### config.mk
export PLATFORM = sky130hd
export DESIGN_NAME = bin2bcd_seq
export DESIGN_NICKNAME = d
export VERILOG_FILES = /design/src/rtl/bin2bcd_pkg.sv /design/src/rtl/bcd_digit_adj.sv /design/src/rtl/bin2bcd_seq.sv
export SDC_FILE = /design/constraint.sdc
export NUM_CORES = 1
export LEC_CHECK = 0
export BUFFER_PORTS_ARGS = -buffer_cell sky130_fd_sc_hd__buf_2
export CAP_MARGIN = 15
export CORE_MARGIN = 2
export CORE_UTILIZATION = 51
export DETAILED_ROUTE_END_ITERATION = 10
export PLACE_DENSITY = 0.74
export SLEW_MARGIN = 10
export SYNTH_ARGS = -nofsm -noshare
export SYNTH_HDL_FRONTEND = slang
export SYNTH_SLANG_ARGS = --single-unit
### constraint.sdc
create_clock -name clk -period 1.7 [get_ports clk]
set_input_delay 0.17 -clock clk [delete_from_list [all_inputs] [get_ports clk]]
set_output_delay 0.17 -clock clk [all_outputs]
set_load 0.005 [all_outputs]
### src/rtl/bin2bcd_pkg.sv
// bin2bcd_pkg: shared types and constants for the sequential binary-to-BCD
// converter.
//   state_t     : converter state (IDLE / CONV / DONE)
//   ADD3_THRESH : digit value above which the double-dabble correction applies
//   ADD3_VAL    : correction added to such a digit before the shift
//   cnt_width() : width of the bit counter for a given binary input width
package bin2bcd_pkg;

   typedef enum logic [1:0] {
      IDLE = 2'd0,
      CONV = 2'd1,
      DONE = 2'd2
   } state_t;

   localparam logic [3:0] ADD3_THRESH = 4'd4;
   localparam logic [3:0] ADD3_VAL    = 4'd3;

   // Counter holds BIN_W-1 down to 0; never narrower than one bit.
   function automatic int cnt_width(input int bin_w);
      return (bin_w <= 2) ? 1 : $clog2(bin_w);
   endfunction

endpackage

### src/rtl/bcd_digit_adj.sv
// bcd_digit_adj: combinational double-dabble correction for one BCD digit.
// A digit greater than four gets three added so that the following left
// shift carries correctly into the next decimal digit.
//   din  : current BCD digit
//   dout : corrected digit, ready to be shifted
module bcd_digit_adj
   import bin2bcd_pkg::*;
(
   input  logic [3:0] din,
   output logic [3:0] dout
);

   assign dout = (din > ADD3_THRESH) ? (din + ADD3_VAL) : din;

endmodule

### src/rtl/bin2bcd_seq.sv
// bin2bcd_seq: sequential binary-to-BCD converter (shift-and-add-3), one input
// bit per clock, with valid/ready handshakes on both sides.
//   clk, rst   : clock, synchronous active-high reset
//   in_valid   : input word valid      in_ready : converter idle
//   in_bin     : binary input word     in_signed: treat in_bin as two's complement
//   out_valid  : result valid, held until out_ready
//   out_ready  : consumer accepts result
//   out_bcd    : BCD magnitude, digit i at [4i+3:4i]
//   out_neg    : result negative (signed mode only)
//   out_ovf    : magnitude did not fit in DIGITS digits (out_bcd is mod 10^DIGITS)
//   out_blank  : bit i set when digits i..DIGITS-1 are all zero (bit 0 always 0)
module bin2bcd_seq
   import bin2bcd_pkg::*;
#(
   parameter int BIN_W  = 13,
   parameter int DIGITS = 4
) (
   input  logic                  clk,
   input  logic                  rst,
   input  logic                  in_valid,
   output logic                  in_ready,
   input  logic [BIN_W-1:0]      in_bin,
   input  logic                  in_signed,
   output logic                  out_valid,
   input  logic                  out_ready,
   output logic [4*DIGITS-1:0]   out_bcd,
   output logic                  out_neg,
   output logic                  out_ovf,
   output logic [DIGITS-1:0]     out_blank
);

   localparam int BCD_W = 4 * DIGITS;
   localparam int CNT_W = cnt_width(BIN_W);

   state_t                   state;
   logic [BIN_W-1:0]         mag;
   logic [BCD_W-1:0]         bcd;
   logic [CNT_W-1:0]         cnt;
   logic                     neg;
   logic                     ovf;

   logic signed [BIN_W-1:0]  in_s;
   logic                     in_neg;
   logic [BIN_W-1:0]         in_mag;

   logic [BCD_W-1:0]         bcd_adj;
   logic [BCD_W-1:0]         bcd_nxt;
   logic                     ovf_nxt;
   logic [DIGITS-1:0]        blank_nxt;
   logic                     upper_zero;

   assign in_ready  = (state == IDLE);
   assign out_valid = (state == DONE);

   // Magnitude of a negative input: the most negative value negates to
   // itself, whose unsigned reading is exactly 2^(BIN_W-1).
   assign in_s   = $signed(in_bin);
   assign in_neg = in_signed & in_bin[BIN_W-1];
   assign in_mag = in_neg ? $unsigned(-in_s) : in_bin;

   // Add-3 correction on every digit, then one left shift of {bcd, mag}.
   for (genvar g = 0; g < DIGITS; g++) begin : g_adj
      bcd_digit_adj u_adj (
         .din  (bcd[4*g +: 4]),
         .dout (bcd_adj[4*g +: 4])
      );
   end

   assign bcd_nxt = {bcd_adj[BCD_W-2:0], mag[BIN_W-1]};
   // The bit leaving the top digit is worth 10^DIGITS; losing it is overflow.
   assign ovf_nxt = ovf | bcd_adj[BCD_W-1];

   // Leading-zero mask: scan from the top digit down, stop at digit 1.
   always_comb begin
      blank_nxt  = '0;
      upper_zero = 1'b1;
      for (int i = DIGITS - 1; i >= 1; i--) begin
         upper_zero   = upper_zero & (bcd_nxt[4*i +: 4] == 4'd0);
         blank_nxt[i] = upper_zero;
      end
   end

   always_ff @(posedge clk) begin
      if (rst) begin
         state     <= IDLE;
         mag       <= '0;
         bcd       <= '0;
         cnt       <= '0;
         neg       <= 1'b0;
         ovf       <= 1'b0;
         out_bcd   <= '0;
         out_neg   <= 1'b0;
         out_ovf   <= 1'b0;
         out_blank <= '0;
      end else begin
         case (state)
            IDLE: begin
               if (in_valid) begin
                  neg   <= in_neg;
                  mag   <= in_mag;
                  bcd   <= '0;
                  cnt   <= CNT_W'(BIN_W - 1);
                  ovf   <= 1'b0;
                  state <= CONV;
               end
            end
            CONV: begin
               bcd <= bcd_nxt;
               mag <= {mag[BIN_W-2:0], 1'b0};
               ovf <= ovf_nxt;
               cnt <= cnt - CNT_W'(1);
               // Last bit: publish the final values straight from the shift.
               if (cnt == '0) begin
                  out_bcd   <= bcd_nxt;
                  out_neg   <= neg;
                  out_ovf   <= ovf_nxt;
                  out_blank <= blank_nxt;
                  state     <= DONE;
               end
            end
            DONE: begin
               if (out_ready) begin
                  state <= IDLE;
               end
            end
            default: state <= IDLE;
         endcase
      end
   end

endmodule

==> flow_summary.toml, run 1 <==
[pwr]
power_density_nw_per_um2 = 943
totalPowerFinal_mw = 3.45
peakVddDrop_mv = 0.519
p_leak_nw = 1.55

[worst_setup_path]
crit_path_start_kind = "flop"
r2r_slack_ns = -0.06
cp_common_cell = "a21oi_2"
cp_slowest_cell = "or4_4"
critPathKind = "flop to flop"
critPathCaptureType = "flop"
crit_fanout = 3
arrival_ns = 2.03
path_cells = "inv_2 -> ha_2 -> inv_1 -> a21oi_2 -> mux2i_1 -> or4_4 -> a21oi_2"
cp_data_required_time_ns = 1.97
critical_path.max_stage_delay_ns = 0.56

[clock_tree]
root_buffer = "clkbuf_8"
cts_tree = "built"
clock-sinks = 58
cts_buffers = 9
cts_buffer_depth = 2
clock_latency_ns = 0.33
htree_levels = 3
path_clk_slew_ns = 0.07

[timing]
worst_slack_ns = -0.0634
final_max_slew_viol_count = 0
tightest_slew_ns = 0.541
grt_setup_unrepaired = "yes"
period_minus_slack_ns = 1.76
setup_viol = 2
relSlewSlack_pct = 63.9
max_freq_ghz = 0.567
finalCritPeriodShare_pct = 104
hold_violations = 0
finClkSkew_ns = 0.00767

[layout]
area_growth_pct = 29.6
final_core_util_pct = 67.3
n_antenna_cell = 0
drive_gt1_share_pct = 30.0
layout.nets = 450

[global_routing]
grt_max_degree = 31
grt_pass1_vias = 2473
grt.total_usage_pct = 22.6
overflow = 0
antenna_found_initial = 0
grt_pass1_wl_mm = 10.9

[route]
vias = 2680
avgRoutedWirePerCell_um = 13.6
drt_wl_total_mm = 6.80
vias_per_cell = 5.37
drt_pass1_iterations = 7
drc = 1
drt_iter0_markers = 150
antenna_left = 0

[yosys]
synth_nets = 382
yosys.area.top_type_share_pct = 41.1
synth_edf_count = 0
syn_area_um2 = 2830
async_reset_ff_share_pct = 0
synth_top_area_cell = "dfxtp_1"
synth.avg_cell_area_um2 = 7.98
ys_types = 46
ys_warn_count = 0
synth_seq_cells = 58
synth_area_leaders = "dfxtp_1 (41%), a21oi_1 (6.4%), nor2_1 (5.8%), nand2_1 (5.3%), a22oi_1 (4.8%)"
yosysSeqAreaShare_pct = 41.1
synth.most_common_cell = "dfxtp_1"
synth_ff_type = "dfxtp_1"
yosys-top-cells-count = "dfxtp_1 (58), nor2_1 (44), nand2_1 (40), a21oi_1 (36), a22oi_1 (18)"
syn_inst = 354

[floorplanning]
coreArea_um2 = 5440
num_io_pins = 42
start_util_pct = 51.9
die_x_um = 78.4
design.die.area_um2 = 6150
die_h_um = 78.4
rows = 27

[place]
hpwl_mm = 4.53
numPortBuffers = 40
place.gp.congestion = 0.872

[run]
drv_cap = 0

[hold_path]
hold_path.class = "primary input to flop"

[status]
violations = "DRC, setup timing"
outcome = "complete, but fails checks"
path summary, 6_finish.rpt:
kind | endpoint | startpoint | cells past startpoint
worst max-delay path | out_blank[2] | bcd[9] | 7
worst min-delay path | state[1] | out_ready | 3
worst max register to register | out_blank[2] | bcd[9] | 7
worst min register to register | out_bcd[13] | out_bcd[13] | 2
worst max-delay path: cells and delay by family (launching register included):
family,cells,cell delay [ns]
simple gates,1,0.56
compound gates,2,0.33
flops,1,0.32
fa+ha+maj,1,0.21
buf+inv,2,0.15
mux,1,0.12
per-layer routing:
layer | track usage (%) | vias up | wire length (um)
li1 | - | 1368 | -
met5 | 0 | - | 0
met1 | 26.6 | 1232 | 2940
met4 | 10.4 | 0 | 152
met2 | 40.0 | 67 | 3440
met3 | 3.91 | 13 | 260
cell usage in the layout (no fill, tap or decap), drive strengths merged, types with 2 or more instances in the layout:
master | synthesis | layout
buf | 8 | 79
dfxtp | 58 | 58
nor2 | 44 | 44
nand2 | 40 | 40
a21oi | 36 | 36
a22oi | 18 | 18
inv | 17 | 17
nand3 | 12 | 12
clkbuf | 14 | 11
o21ai | 11 | 11
xnor2 | 10 | 10
nor3 | 10 | 10
ha | 10 | 10
nor2b | 9 | 9
a31oi | 7 | 7
mux2i | 6 | 6
nand2b | 5 | 5
a211oi | 5 | 5
xor2 | 4 | 4
o22ai | 4 | 4
nor4 | 3 | 3
clkinv | 0 | 3
a21o | 2 | 2
o21a | 2 | 2
a311oi | 2 | 2
bufinv | 0 | 2
metrics by stage:
step	setup TNS (ns)	cell area, um^2	std cells	hold WS, ns	setup WS, ns
floorplan	0	2840	354	0.331	0.00123
global placement	-0.0415	3270	474	0.438	-0.0298
detailed placement	-0.237	3270	474	0.441	-0.121
CTS	-0.0285	3590	496	0.0883	-0.0154
global route	-0.232	3660	499	0.105	-0.130
finish	-0.105	3660	499	0.0938	-0.0634
flip-flops by register name, summed over array words and instances, names as in the netlist:
name,count
out_bcd,16
out_neg,1
mag,13
out_ovf,1
out_blank,3
cnt,4
state,2
ovf,1
bcd,16
neg,1
kinds of logic (layout without fill, tap and decap cells):
group                      after synthesis  count (layout)  share of synthesized area (%)
muxes                                    6               6                           2.26
other                                    1               1                          0.133
xor gates and xnor gates                14              14                           4.34
adders and majority gates               10              10                           4.43
AOI/OAI and AO/OA                       94              94                           20.9
buffers and inverters                   39             112                           5.45
and+or+nand+nor                        132             132                           21.3
DFF                                     58              58                           41.1
layout make-up:
| cell class | count | area [um^2] |
|---|---|---|
| Fill cell | 435 | 1780 |
| Multi-Input combinational cell | 257 | 1620 |
| Sequential cell | 58 | 1170 |
| Timing Repair Buffer | 79 | 505 |
| Clock buffer | 11 | 131 |
| Tap cell | 72 | 90.1 |
| Clock inverter | 5 | 78.8 |
| Inverter | 17 | 63.8 |
power by group:
group          internal [mW]  switching (mW)  leakage, nW
registers               1.45          0.0545        0.475
clock network          0.824           0.540        0.107
logic                  0.242           0.342        0.972
timing repair:
action,CTS,global route
setup buffers,6,3
setup endpoints to repair,2,10
hold buffers,0,0
resized for setup,19,16
gates cloned,0,0
pin swaps,10,6
No activity file was read; power rests on OpenSTA's default activity.
==> run 2, diff against run 1 <==
Settings changed: SYNTH_HIERARCHICAL from default to 1.
==> flow_summary.toml, run 2 <==
[status]
outcome = "complete, but fails checks"
violations = "setup timing"

[clock_tree]
path_clk_slew_ns = 0.07
htree_levels = 3
cts_buffers = 9
clock-sinks = 58
cts_buffer_depth = 2
root_buffer = "clkbuf_8"
cts_tree = "built"
clock_latency_ns = 0.34
holdBufCountCts = 0

[route]
vias = 2792
drt_pass1_iterations = 4
highest_layer = "met4"
vias_per_cell = 5.47
drt_iter0_markers = 135
wl_met1_mm = 3.02
dr_wl_met3_um = 245
drt_wl_total_mm = 6.93
avgRoutedWirePerCell_um = 13.6
antenna_left = 0
drc = 0
met2WireLength_mm = 3.51

[timing]
setup_viol = 3
hold_violations = 0
final_max_slew_viol_count = 0
finalCritPeriodShare_pct = 107
worst_slack_ns = -0.126
grt_setup_unrepaired = "yes"
fin_tns_setup_ns = -0.316
period_minus_slack_ns = 1.83
finClkSkew_ns = 0.00706
max_freq_ghz = 0.548

[global_routing]
antenna_found_initial = 0
grt_pass1_wl_mm = 11.7
grt.total_usage_pct = 23.7
overflow = 0
grt_max_degree = 34
grt_pass1_vias = 2734

[worst_setup_path]
arrival_ns = 2.10
critical_path.max_stage_delay_ns = 0.56
cp_data_required_time_ns = 1.98
crit_fanout = 4
path_cells = "inv_2 -> ha_4 -> inv_1 -> a21oi_2 -> mux2i_1 -> or4_4 -> nor2_4 -> nand3_2 -> a21oi_2"
cp_common_cell = "a21oi_2"
critPathKind = "flop to flop"
crit_path_start_kind = "flop"
cp_slowest_cell = "or4_4"
critPathCaptureType = "flop"

[place]
numPortBuffers = 40
hpwl_mm = 4.96
postPlaceCellArea_um2 = 3430
place.gp.congestion = 0.805
placedCellCount = 492

[yosys]
synth_nets = 397
synth.most_common_cell = "nand2_1"
synth_area_leaders = "dfxtp_1 (40%), a21oi_1 (8.2%), nand2_1 (8.0%), ha_1 (4.3%), nand3_1 (3.9%)"
yosys-top-cells-count = "nand2_1 (62), dfxtp_1 (58), a21oi_1 (48), nand3_1 (23), inv_1 (19)"
ys_types = 48
yosys.area.top_type_share_pct = 39.7
syn_area_um2 = 2920
ys_warn_count = 6
synth_ff_type = "dfxtp_1"
synth_seq_cells = 58
synth_edf_count = 0
syn_inst = 369
async_reset_ff_share_pct = 0
yosysSeqAreaShare_pct = 39.7
synth_top_area_cell = "dfxtp_1"
synth.avg_cell_area_um2 = 7.92

[pwr]
p_leak_nw = 1.55
peakVddDrop_mv = 0.471
seqPwrFrac_pct = 46.6
p_clk_share_pct = 35.7
power_density_nw_per_um2 = 857
combPwrFrac_pct = 17.7
p_int_mw = 2.24
p_sw_mw = 0.908
p_sw_share_pct = 28.8

[run]
drv_cap = 0

[floorplanning]
num_io_pins = 42
die_x_um = 79.7
coreArea_um2 = 5510
rows = 27
start_util_pct = 53.1
design.die.area_um2 = 6360
die_h_um = 79.7

[layout]
seq_area_um2 = 1170
final_area_um2 = 3670
final_common_cell = "nand2_1"
drive_gt1_share_pct = 27.6
fillers = 483
layout.nets = 462
largest_registers = "bcd (16), out_bcd (16), mag (13)"
final_core_util_pct = 66.7
area_growth_pct = 25.7
multi_input_area_um2 = 1660
post_layout_nonfiller_instances = 510
n_antenna_cell = 0
final_cell_mix = "nand2_1 (60), dfxtp_1 (54), a21oi_1 (45)"

[hold_path]
hold_path.class = "primary input to flop"
-- run 2: cell count changes after synthesis, moves of 4 or more --
cell	previous run	this run
buf_2	3	11
buf_1	4	0
a21oi_1	36	48
nand2_1	40	62
a21o_1	2	6
a21oi_2	0	4
nor2_1	44	13
nor2b_1	9	5
nand3_1	12	23
and3_1	0	4
a22oi_1	18	10
a211oi_1	5	1
-- run 2: repair_timing --
action	CTS	global route
endpoints found under the setup margin	3	5
buffers inserted	5	1
pin swaps	5	7
gates resized for setup	10	4
gates cloned	0	0
-- run 2: kinds of logic (layout without fill, tap and decap cells) --
| family | Yosys count | in the layout | synth area share [%] |
|---|---|---|---|
| XOR/XNOR | 10 | 10 | 3.00 |
| multiplexers | 6 | 6 | 2.10 |
| AND/OR/NAND/NOR | 138 | 138 | 23.2 |
| buffers and inverters | 42 | 111 | 5.99 |
| AO/OA/AOI/OAI | 104 | 104 | 21.6 |
| other | 1 | 1 | 0.128 |
| adder cells (fa/ha/maj) | 10 | 10 | 4.28 |
| flip-flops | 58 | 58 | 39.7 |
-- run 2: area by class of cell --
class,instances,share of cell area (%)
tap,72,2.45
multi-input combinational,269,45.2
sequential,58,31.7
timing repair buffer,77,14.0
clock inverter,3,0.409
clock buffer,12,4.22
inverter,19,1.94
-- run 2: worst paths after layout --
kind / startpoint / end / slack [ns] / cells past startpoint
max: bcd[8] / out_blank[1] / -0.13 / 9
min: out_ready / state[1] / 0.08 / 3
max reg2reg: bcd[8] / out_blank[1] / -0.13 / 9
min reg2reg: out_bcd[1] / out_bcd[1] / 0.45 / 2
-- run 2: routing by layer --
layer | global-route usage, % | up-vias
met3 | 3.51 | 12
met1 | 27.0 | 1295
li1 | - | 1423
met5 | 0 | -
met4 | 13.3 | 0
met2 | 42.0 | 62
-- run 2: worst max-delay path: cells and delay by family (launching register included) --
family | cells | cell delay [ns]
adders and majority gates | 1 | 0.14
and+or+nand+nor | 3 | 0.76
AOI/OAI and AO/OA | 2 | 0.28
muxes | 1 | 0.12
DFF | 1 | 0.34
buffers and inverters | 2 | 0.12
-- run 2: stage by stage --
| step | hold WS [ns] | setup slack, ns | total power [mW] |
|---|---|---|---|
| 2_1_floorplan | 0.306 | -0.0530 | 1.83 |
| 3_3_place_gp | 0.440 | -0.0957 | 2.03 |
| 3_5_place_dp | 0.441 | -0.160 | 2.05 |
| 4_1_cts | 0.0726 | -0.114 | 3.16 |
| 5_1_grt | 0.0875 | -0.220 | 3.28 |
| 6_report | 0.0827 | -0.126 | 3.15 |
-- run 2: power by group through the flow --
stage          logic (mW)  clock network, mW  registers [mW]
6_report            0.557               1.12            1.47
3_5_place_dp        0.548                  0            1.50
2_1_floorplan       0.339                  0            1.49
4_1_cts             0.556               1.14            1.47
5_1_grt             0.616               1.19            1.48
3_3_place_gp        0.533                  0            1.50
==> run 3, diff against run 2 <==
Settings changed: REMOVE_ABC_BUFFERS from default to 1.
==> flow_summary.toml, run 3 (synthesis results as in run 2) <==
[hold_path]
hold_path.class = "primary input to flop"
min_to = "state[1]"
hold_path.startpoint = "out_ready"
holdPathStages = 3

[route]
antenna_left = 0
avgRoutedWirePerCell_um = 13.3
drt_pass1_iterations = 5
drt_iter0_markers = 109
drt_wl_total_mm = 6.82
vias_per_cell = 5.42
vias = 2772
drc = 0

[pwr]
p_sw_mw = 0.869
combPwrFrac_pct = 16.3
p_leak_nw = 1.54
p_clk_share_pct = 35.3
peakVddDrop_mv = 0.478
p_int_mw = 2.17
totalPowerFinal_mw = 3.04
seqPwrFrac_pct = 48.4
power_density_nw_per_um2 = 832
p_sw_share_pct = 28.6

[worst_setup_path]
timing.rr.start = "bcd[13]"
timing.rr.end = "out_blank[3]"
critPathCaptureType = "flop"
path_cells = "inv_4 -> ha_4 -> nor2b_4 -> o21ai_2 -> o21ai_2 -> or4_4 -> or2_0 -> a21oi_1"
crit_path_start_kind = "flop"
r2r_slack_ns = -0.19
cp_slowest_cell = "or4_4"
critPathKind = "flop to flop"
cp_common_cell = "o21ai_2"
cp_data_required_time_ns = 1.97
arrival_ns = 2.16
critical_path.max_stage_delay_ns = 0.57
crit_fanout = 3
reg2regPathDepth = 8

[timing]
grt_setup_unrepaired = "yes"
setup_viol = 3
relSlewSlack_pct = 66.4
fin_tns_setup_ns = -0.559
tightest_slew_ns = 0.504
worst_slack_ns = -0.194
final_max_slew_viol_count = 0
hold_violations = 0
period_minus_slack_ns = 1.89
max_freq_ghz = 0.528
finalCritPeriodShare_pct = 111
finClkSkew_ns = 0.00420

[floorplanning]
die_x_um = 79.7
design.die.area_um2 = 6360
rows = 27
num_io_pins = 42
die_h_um = 79.7
coreArea_um2 = 5510
start_util_pct = 53.1

[place]
hpwl_mm = 4.49
postPlaceCellArea_um2 = 3340
numPortBuffers = 40
place.gp.congestion = 0.826
dp_slack_ns = -0.290

[layout]
n_antenna_cell = 0
fillers = 478
layout.nets = 462
final_area_um2 = 3660
final_core_util_pct = 66.4
largest_registers = "bcd (16), out_bcd (16), mag (13)"
drive_gt1_share_pct = 28.2
final_common_cell = "nand2_1"
final_cell_mix = "nand2_1 (60), dfxtp_1 (54), a21oi_1 (46)"
area_growth_pct = 25.1

[global_routing]
grt_pass1_wl_mm = 11.2
grt.total_usage_pct = 22.5
antenna_found_initial = 0
grt_max_degree = 27
grt_pass1_vias = 2555
overflow = 0

[clock_tree]
cts_buffer_depth = 2
cts_tree = "built"
cts_buffers = 9
root_buffer = "clkbuf_8"
path_clk_slew_ns = 0.06
clock-sinks = 58
htree_levels = 3
clock_latency_ns = 0.33

[run]
drv_cap = 0

[status]
outcome = "complete, but fails checks"
violations = "setup timing"
-- run 3: cell types whose count changed in the layout (fill, tap and decap cells not counted), moves of 2 or more --
cell      delta
buf_12       -2
o21ai_1      -2
buf_4        +2
clkbuf_1     +2
o21ai_2      +2
-- run 3: per-stage QoR --
step | hold slack [ns] | cells
finish | 0.102 | 511
global route | 0.115 | 511
CTS | 0.0863 | 512
detailed placement | 0.442 | 487
global placement | 0.438 | 487
floorplan | 0.239 | 346
-- run 3: worst max-delay path by stage --
| stage | startpoint | end | slack, ns | depth (start not counted) |
|---|---|---|---|---|
| 2_1_floorplan | state[0] | out_blank[3] | -0.43 | 4 |
| 5_1_grt | bcd[13] | out_blank[1] | -0.27 | 9 |
| 4_1_cts | bcd[13] | out_blank[3] | -0.11 | 8 |
| 6_report | bcd[13] | out_blank[3] | -0.19 | 8 |
| 3_5_place_dp | bcd[13] | out_blank[1] | -0.29 | 9 |
| 3_3_place_gp | bcd[12] | out_blank[1] | -0.21 | 9 |
-- run 3: worst max-delay path: cells and delay by family, from the launching register on --
kind | cells | cell delay, ns
fa+ha+maj | 1 | 0.15
buf+inv | 1 | 0.05
compound gates | 3 | 0.35
simple gates | 3 | 0.93
flops | 1 | 0.35
-- run 3: power by group through the flow --
| stage | registers (mW) | clock network (mW) | logic (mW) |
|---|---|---|---|
| 2_1_floorplan | 1.49 | 0 | 0.283 |
| 3_3_place_gp | 1.50 | 0 | 0.480 |
| 3_5_place_dp | 1.50 | 0 | 0.491 |
| 4_1_cts | 1.47 | 1.10 | 0.493 |
| 5_1_grt | 1.48 | 1.16 | 0.556 |
| 6_report | 1.47 | 1.07 | 0.497 |
-- run 3: metal layers --
layer | share of wire (%) | GRT usage (%) | vias up | routed length (um)
met2 | 51 | 40.7 | 56 | 3490
met5 | 0 | 0 | - | 0
met3 | 3.7 | 5.09 | 11 | 255
met1 | 43 | 25.1 | 1290 | 2930
li1 | - | - | 1415 | -
met4 | 2.1 | 9.66 | 0 | 143
-- run 3: final cells by class --
class                   instances  area (um^2)  share of cell area, %
well taps                      72         90.1                   2.46
flip-flops and latches         58         1170                   31.9
inverters                      19         73.8                   2.02
repair buffers                 77          490                   13.4
clock buffers                  13          149                   4.07
multi-input cells             269         1670                   45.8
clock inverters                 3         15.0                  0.410
-- run 3: repair_timing --
action,CTS,global route
resized for setup,23,12
pin swaps,9,9
buffers inserted,9,2
hold buffers,0,0
setup endpoints to repair,3,7
cloned,0,0
